[config.mk]
export PLATFORM = sky130hd
export DESIGN_NAME = ram_port_arbiter
export DESIGN_NICKNAME = d
export VERILOG_FILES = /design/src/rtl/ram_port_arbiter.sv
export SDC_FILE = /design/constraint.sdc
export NUM_CORES = 1
export LEC_CHECK = 0
export CAP_MARGIN = 5
export CORE_AREA = 5 5 97 99
export DETAILED_ROUTE_END_ITERATION = 10
export DIE_AREA = 0 0 102 104
export GPL_TIMING_DRIVEN = 0
export PLACE_DENSITY = 0.67
export RECOVER_POWER = 50
export SLEW_MARGIN = 20
export SYNTH_ARGS = -nofsm -noshare
export SYNTH_HDL_FRONTEND = slang
export SYNTH_SLANG_ARGS = --single-unit
[constraint.sdc]
create_clock -name clk -period 1.1 [get_ports clk]
set_input_delay 0.22 -clock clk [delete_from_list [all_inputs] [get_ports clk]]
set_output_delay 0.22 -clock clk [all_outputs]
set_load 0.01 [all_outputs]
[src/rtl/ram_port_arbiter.sv]
// Multi-master arbiter in front of a single RAM port.
// Round-robin or fixed-priority grant, one IDLE cycle between transfers.
module ram_port_arbiter #(
    parameter int NUM_PORTS  = 2,
    parameter int ADDR_WIDTH = 26,
    parameter int DATA_WIDTH = 32,
    parameter int RR_MODE    = 1
) (
    input  logic                             clk,
    input  logic                             reset,
    input  logic [NUM_PORTS-1:0]             m_en,
    input  logic [NUM_PORTS-1:0]             m_wr,
    input  logic [2*NUM_PORTS-1:0]           m_size,
    input  logic [ADDR_WIDTH*NUM_PORTS-1:0]  m_addr,
    input  logic [DATA_WIDTH*NUM_PORTS-1:0]  m_data_in,
    output logic [DATA_WIDTH-1:0]            m_data_out,
    output logic [NUM_PORTS-1:0]             m_wt,
    output logic                             ram_en,
    output logic                             ram_wr,
    output logic [1:0]                       ram_size,
    output logic [ADDR_WIDTH-1:0]            ram_addr,
    output logic [DATA_WIDTH-1:0]            ram_data_in,
    input  logic [DATA_WIDTH-1:0]            ram_data_out,
    input  logic                             ram_wt,
    output logic [$clog2(NUM_PORTS)-1:0]     grant
);

    localparam int GW = $clog2(NUM_PORTS);

    typedef enum logic {IDLE, BUSY} state_t;

    state_t        state;
    logic [GW-1:0] rr_ptr;
    logic [GW-1:0] winner;
    logic [GW-1:0] rr_next;
    logic          done;
    int            idx;
    logic          found;

    // Datapath follows the registered grant; ram_en is the only gated signal
    assign ram_en      = (state == BUSY) & m_en[grant];
    assign ram_wr      = m_wr[grant];
    assign ram_size    = m_size[grant*2 +: 2];
    assign ram_addr    = m_addr[grant*ADDR_WIDTH +: ADDR_WIDTH];
    assign ram_data_in = m_data_in[grant*DATA_WIDTH +: DATA_WIDTH];
    assign m_data_out  = ram_data_out;
    assign done        = ram_en & ~ram_wt;

    assign rr_next = (grant == GW'(NUM_PORTS - 1)) ? '0 : grant + 1'b1;

    always_comb begin
        m_wt = '1;
        if (done)
            m_wt[grant] = 1'b0;
    end

    // Scan from rr_ptr (or from 0) upward with wrap; first requester wins
    always_comb begin
        winner = '0;
        found  = 1'b0;
        idx    = 0;
        for (int k = 0; k < NUM_PORTS; k++) begin
            idx = (RR_MODE != 0) ? int'(rr_ptr) + k : k;
            if (idx >= NUM_PORTS)
                idx = idx - NUM_PORTS;
            if (!found && m_en[idx[GW-1:0]]) begin
                found  = 1'b1;
                winner = idx[GW-1:0];
            end
        end
    end

    always_ff @(posedge clk or posedge reset) begin
        if (reset) begin
            state  <= IDLE;
            grant  <= '0;
            rr_ptr <= '0;
        end else begin
            unique case (state)
                IDLE: begin
                    if (|m_en) begin
                        grant <= winner;
                        state <= BUSY;
                    end
                end
                BUSY: begin
                    if (!m_en[grant]) begin
                        state <= IDLE;
                    end else if (!ram_wt) begin
                        state  <= IDLE;
                        rr_ptr <= rr_next;
                    end
                end
                default: state <= IDLE;
            endcase
        end
    end

endmodule

==> results.txt, run 1 <==
- Clock edge transition at the registers on the reported setup and hold paths: 30 ps
- CTS tree: done
- Ports placed on the boundary: about 260
- The via count of the first global-routing pass was roughly 1,900.
* Overall die width: about 100 um
- Clock network fraction of design power: about 5.9%
- Die area: around 11,000 sq um
* Diodes inserted: 0
* Number of nets at the end of the flow: 513
* First-pass GRT wire length: about 11,000 um
* Average wire per standard cell: approximately 16 um
* Switching fraction of total power: between 30% and 40%
- The max-slew violation count came to 0.
* Total half-perimeter wirelength after legalization and detailed placement: about 6500 um
- When the netlist entered floorplanning its net count stood at approximately 280.
* Pin count of the biggest net entering global routing: 11
- Port buffering added 223 buffers.
* Routed via count: about 1,800
* Number of placed instances, taps included: approximately 450
- Data on the critical path is required at its endpoint by 880 ps.
* Total number of H-tree levels: 1
- Clock skew on the completed layout was measured at roughly 1.1 ps.
- The netlist uses 19 different library cells.
- Switching power: 0.00181 W
- Count of final hold-check violations: 0
* Leading cell types in the layout, fill and taps excluded: clkdlybuf4s50_1 (154), mux2_4 (61), buf_6 (61), buf_4 (17), clkbuf_4 (15)
- Data on the critical path arrives at its endpoint at roughly 1400 ps.
- Highest clock frequency the design can meet: ~600 MHz
* Commonest non-fill, non-tap cell in the layout: clkdlybuf4s50_1
* Setup crit start kind: flop
- In this run the worst path has a maximum fanout of 10.
* CP Capture Type: primary output
- Slack of the critical path: -555 ps
* Power share of the sequential group: under 10%
* Critical Setup Path Class: flop to primary output
- Max-cap violations in this run came to 0.
- Areal power density over the cells: roughly 1400 nW/um^2
- Synthesis inferred 3 register bits.
- Setup repair after global routing could not meet its margin everywhere.
- Synthesized area: 1380 sq um
* Post-route DRC: 0
- Slack of the worst reg-to-reg path: -60 ps
* Sink Count: 3
* Post-layout min period: approximately 1700 ps
- Leakage component of the power: approximately 1.9 nW
- Routed wire length: approximately 7600 um
- CTS buffer count: 3
- The final critical path takes up 150% of the cycle.
- After the flow finishes, the layout carries non-filler instances totaling ~460.
- Antenna violations before repair: 0
- In this run the remaining antenna-violating nets after routing total 0.
- For the pin with the worst max-slew slack, the measured transition is 273 ps.
- After technology mapping, the gate count stands at 120.
- Mapped Avg Cell Area: ~11 sq um
- Class of the tightest hold or removal check: input pin to asynchronous set/reset pin
- Dividing the detail-routed via count by the number of cells gives around 3.9.
- For this run, the register share of the synthesized area comes to approximately 5.4%.
- The clock passes through at most 2 buffers.
* GRT Util Overall: ~13%
- The Yosys step of the flow raised 0 warnings.
- Of the cells placed in the final design, the portion with a size suffix greater than 1 is about 50%.
- Summed over all failing endpoints, the final setup total negative slack is -32,840 ps.
* CTS hold repair buffers: 0
- The region available for standard cell placement spans roughly 8500 sq um.
* Initial Utilization: 16.3%
- Floorplan row count: 34
* Synth-to-layout area growth: 192%
- Failing checks: setup timing
- FF-to-FF path depth: 4
- From bottom edge to top edge, the die measures 104 um.
- For the worst-skew pair, the clock arrives at the later sink with an insertion delay of ~220 ps.
- Internal portion of total power: 0.00367 W
- Before antenna repair, the detailed router went through 3 iterations.
- The endpoint identified for the worst register-to-register timing path is state$_DFF_PP0_.
- Clock tree synthesis selected as its root buffer the cell clkbuf_8.
- Setup-failing EPs final: 66
* Maximum VDD drop: 0.00106 V
- Run status: finished with violations
* Overflow after GRT: 0
- Post-placement worst setup slack: -780 ps
- In this run, the number of DRC markers left after iteration 0 of detailed routing was 16.
- Final weighted congestion in routability-driven placement: between 0.7 and 0.8
- The startpoint identified for the worst register-to-register timing path is grant$_DFFE_PP0P_.
* Fraction of power consumed by combinational cells: approximately nine tenths
* Critical path startpoint: grant$_DFFE_PP0P_
* Worst rel slew slack: 81.7%
layout make-up:
class / instances / area (sq um)
Buffer: 39 / 372
Clock buffer: 4 / 45.0
Fill cell: 784 / 4430
Inverter: 3 / 11.3
Multi-Input combinational cell: 75 / 1040
Sequential cell: 3 / 77.6
Tap cell: 108 / 135
Timing Repair Buffer: 229 / 2350
worst max path at each step:
stage / slack (ps) / cells after the start / to
global route: -610 / 4 / ram_addr[17]
detailed placement: -780 / 4 / ram_en
global placement: -730 / 4 / ram_en
floorplan: -180 / 3 / ram_addr[11]
finish: -550 / 4 / ram_data_in[30]
CTS: -560 / 4 / ram_data_in[30]
sequential cells by signal (all words and copies together), names as in the netlist:
name    cells
state       1
grant       1
rr_ptr      1
critical path, stage by stage, from the launching register on:
cell and delay [ps]:
dfrtp_2 450, buf_12 170, buf_12 150, mux2_4 290
buf_2 150
cells in the mapped netlist:
cell	count	area [sq um]
a211o_1	1	8.76
a21boi_0	1	7.51
a2bb2oi_1	1	8.76
and4bb_2	1	12.5
buf_2	1	5.00
buf_4	32	240
buf_6	2	22.5
buf_8	4	60.1
dfrtp_1	3	75.1
inv_1	3	11.3
mux2_2	13	146
mux2_4	48	721
mux2i_1	1	10.0
nand2_1	1	3.75
nand2b_1	1	6.26
nand3_1	1	5.00
nor2_1	1	3.75
nor2b_1	4	25.0
o22ai_1	1	6.26
per-layer routing:
metal / global-route usage, % / wire length (um) / vias up
li1: - / - / 860
met1: 13.0 / 2440 / 811
met2: 25.5 / 4220 / 106
met3: 2.75 / 862 / 6
met4: 2.06 / 53 / 0
met5: 0 / 0 / -
power by group through the flow:
stage / clock (W) / sequential [W] / combinational [W]
floorplan: 0 / 0.000184 / 0.00229
global placement: 0 / 0.000182 / 0.00427
detailed placement: 0 / 0.000183 / 0.00428
CTS: 0.000331 / 0.000207 / 0.00494
global route: 0.000338 / 0.000216 / 0.00521
finish: 0.000324 / 0.000209 / 0.00495
per-stage QoR:
step | hold WS, ps | instance area (sq um) | utilization [%] | power, W
2_1_floorplan | -26.4 | 1380 | - | 0.00247
3_3_place_gp | 395 | 3750 | 44.3 | 0.00445
3_5_place_dp | 393 | 3750 | 44.3 | 0.00447
4_1_cts | 163 | 3970 | 46.9 | 0.00547
5_1_grt | 315 | 4030 | 47.6 | 0.00576
6_report | 302 | 4030 | 47.6 | 0.00548
cells by family after synthesis:
group / after synthesis / synth area share (%)
multiplexers: 62 / 63.6
buffers and inverters: 42 / 24.6
AND/OR/NAND/NOR: 9 / 4.08
AO/OA/AOI/OAI: 4 / 2.27
flip-flops: 3 / 5.44
what timing repair did:
| item | CTS | global route |
|---|---|---|
| setup endpoints to repair | 66 | 68 |
| resized for setup | 332 | 22 |
| pin swaps | 0 | 1 |
| buffers inserted | 5 | 1 |
| gates cloned | 2 | 0 |
(Power assumes the default switching activity.)
==> run 2, diff against run 1 <==
- CORE_AREA: 5 5 97 99 -> 2 2 99 101
- DIE_AREA: 0 0 102 104 -> 0 0 101 103
- GPL_ROUTABILITY_DRIVEN: not set -> 0
- PLACE_DENSITY: 0.67 -> 0.61
==> results.txt, run 2 (synthesized netlist as in run 1, its figures left out) <==
- The flow ran to the end, but the final reports show violations.
- The checks that failed: setup timing.
* Maximum VDD drop: 0.000668 V (-37%)
* Post-layout min period: 1650 ps (-4.48 ps)
- Via count of the first global-routing pass: 1,743 (-8.9%)
- The clock transition time at the flip-flop clock pins of the worst setup and hold paths is 30 ps (about the same).
- The maximum count of clock buffers along a single path came to 2 (unchanged).
- The fraction of layout instances using a drive strength above 1 was 50.0% (-0.71 points).
- The routed wirelength normalized by instance count came to 13.6 um (-17%).
* Slack of the critical path: -550 ps (+4.48 ps)
* Count of final hold-check violations: 0 (unchanged)
- The width of the chip is 101 um (-0.98%).
- The fmax was 606 MHz (+0.27%).
- Commonest non-fill, non-tap cell in the layout: clkdlybuf4s50_1
- Routed via count: 1,775 (-0.45%)
- Total number of H-tree levels: 1 (unchanged)
- Setup repair after global routing could not meet its margin everywhere.
- Worst rel slew slack: 84.5% (+2.8 points)
- Overflow after GRT: 0 (unchanged)
* Number of nets at the end of the flow: 516 (+0.58%)
- The total placed cells including tap cells came to 457 (+1.3%).
- CTS hold repair buffers: 0 (unchanged)
- Registers with the highest flip-flop counts: grant (1), rr_ptr (1), state (1)
- TritonCTS built the clock tree.
- The post-layout instance area came to 4060 sq um (+0.62%).
* CP Capture Type: primary output
- Pin count of the biggest net entering global routing: 11 (unchanged)
- Class of the tightest hold or removal check: input pin to asynchronous set/reset pin
- The sum of net half-perimeters after detailed placement was 5300 um (-18%).
* Die area: 10,400 sq um (-1.9%)
- Final Non-Filler Cells: 470 (+2.0%)
- Skew-Pair Late Insertion Delay: 210 ps (about the same)
* Routed wire length: 6410 um (-15%)
- Number of nets with antenna violations after routing: 0 (unchanged)
- # port buffers: 223 (unchanged)
* Post-route DRC: 0 (unchanged)
- Areal power density over the cells: 1340 nW/um^2 (-1.4%)
- The global-route wire length before repair was 8770 um (-18%).
* Number of iterations in the first detailed-routing pass: 4 (+1)
- The initial core utilization was 14.6% (-1.7 points).
* Critical Setup Path Class: flop to primary output
- Leakage component of the power: 1.89 nW (-0.24%)
- The initial detailed-routing violation count was 23 (+7).
- The standard cell area after detailed placement was 3760 sq um (+0.20%).
* Ports placed on the boundary: 256 (unchanged)
- Clock Tree Root: clkbuf_8
* Core area: 9460 sq um (+12%)
- Count of fill cells added during filler insertion: 922 (+18%)
* Height of the die: 103 um (-0.96%)
* Endpoint arrival time on the critical path: 1430 ps (about the same)
* Sink Count: 3 (unchanged)
* Diodes inserted: 0 (unchanged)
* Floorplan row count: 36 (+5.9%)
* GRT Util Overall: 10.6% (-2.1 points)
* Final worst path period share: 150% (-0.41 points)
- The measured slew at the worst slew-check pin was 231 ps (-41.9 ps).
- Final Max Tran Viols: 0 (unchanged)
* Maximum clock skew at final layout: 2.15 ps (+1.02 ps)
- Antenna violations before repair: 0 (unchanged)
* Data required time at the worst endpoint: 880 ps (about the same)
* CTS buffer count: 3 (unchanged)
* Leading cell types in the layout, fill and taps excluded: clkdlybuf4s50_1 (155), buf_6 (66), mux2_4 (57), buf_4 (19), clkbuf_4 (14)
- The per-cell via count in the routed design is 3.78 (-2.4%).
- From synthesis to final layout, the design area changed by 194%.
* Setup crit start kind: flop
* Maximum fanout along the worst path: 10 (unchanged)
* Max-capacitance violation count: 0 (unchanged)
- Setup-failing EPs final: 67 (+1.5%)
==> run 2: cell types whose count changed in the layout (fill, tap and decap cells not counted), sizes merged <==
cell,before,now
buf,94,93
dlygate4sd2,3,7
clkdlybuf4s50,154,155
dlymetal6s2s,1,0
==> run 2: metrics by stage <==
step | setup TNS, ps | hold WS [ps] | worst slack, ps | power (W) | util (%)
floorplan | -10430 | -26.4 | -185 | 0.00247 | -
global placement | -44250 | 400 | -754 | 0.00443 | 39.7
detailed placement | -45600 | 402 | -774 | 0.00444 | 39.7
CTS | -34620 | 173 | -583 | 0.00539 | 42.1
global route | -36360 | 317 | -602 | 0.00576 | 42.9
finish | -33100 | 309 | -550 | 0.00544 | 42.9
==> run 2: path summary, 6_finish.rpt <==
check	from	to	slack, ps	cells past startpoint
worst max-delay path	grant$_DFFE_PP0P_	ram_data_in[15]	-550	4
worst min-delay path	reset	state$_DFF_PP0_	310	2
worst max register to register	grant$_DFFE_PP0P_	rr_ptr$_DFFE_PP0P_	-70	3
worst min register to register	rr_ptr$_DFFE_PP0P_	rr_ptr$_DFFE_PP0P_	500	1
max in group asynchronous	reset	grant$_DFFE_PP0P_	650	2
min in group clk	ram_wt	state$_DFF_PP0_	480	3
==> run 2: power breakdown <==
group,internal [W],switching (W),total (W)
registers,0.000149,0.0000588,0.000207
clock network,0.000247,0.0000691,0.000316
logic,0.00327,0.00165,0.00491
total,0.00366,0.00178,0.00544
==> run 2: worst max-delay path, stage by stage, from the launching register on <==
cell,delay (ps)
dfrtp_2,450
buf_12,180
buf_12,150
mux2_4,290
buf_2,140
==> run 2: timing repair <==
action	CTS	global route
resized for setup	326	19
setup buffers	6	1
endpoints found under the setup margin	68	68
pin swaps	2	0
gates cloned	2	1
==> run 2: area by class of cell <==
cell class / instances / area (sq um) / area share [%]
plain buffers: 39 / 372 / 9.16
clock buffers: 4 / 45.0 / 1.11
inverters: 3 / 11.3 / 0.278
multi-input cells: 75 / 1010 / 25.0
flip-flops and latches: 3 / 76.3 / 1.88
well taps: 114 / 143 / 3.52
repair buffers: 232 / 2400 / 59.1
==> run 2: metal layers <==
metal  share of wire (%)  vias up  track usage (%)
met4                 1.1        0             3.12
met5                   0        -                0
met2                  52      126             19.1
met1                  37      779             12.3
li1                    -      864                -
met3                  10        6             2.92
==> run 3, diff against run 2 <==
- HOLD_SLACK_MARGIN: not set -> 0.02
- SLEW_MARGIN: 20 -> not set
==> results of run 3 <==
Final layout, timing and power as in run 2 (identical DEF).
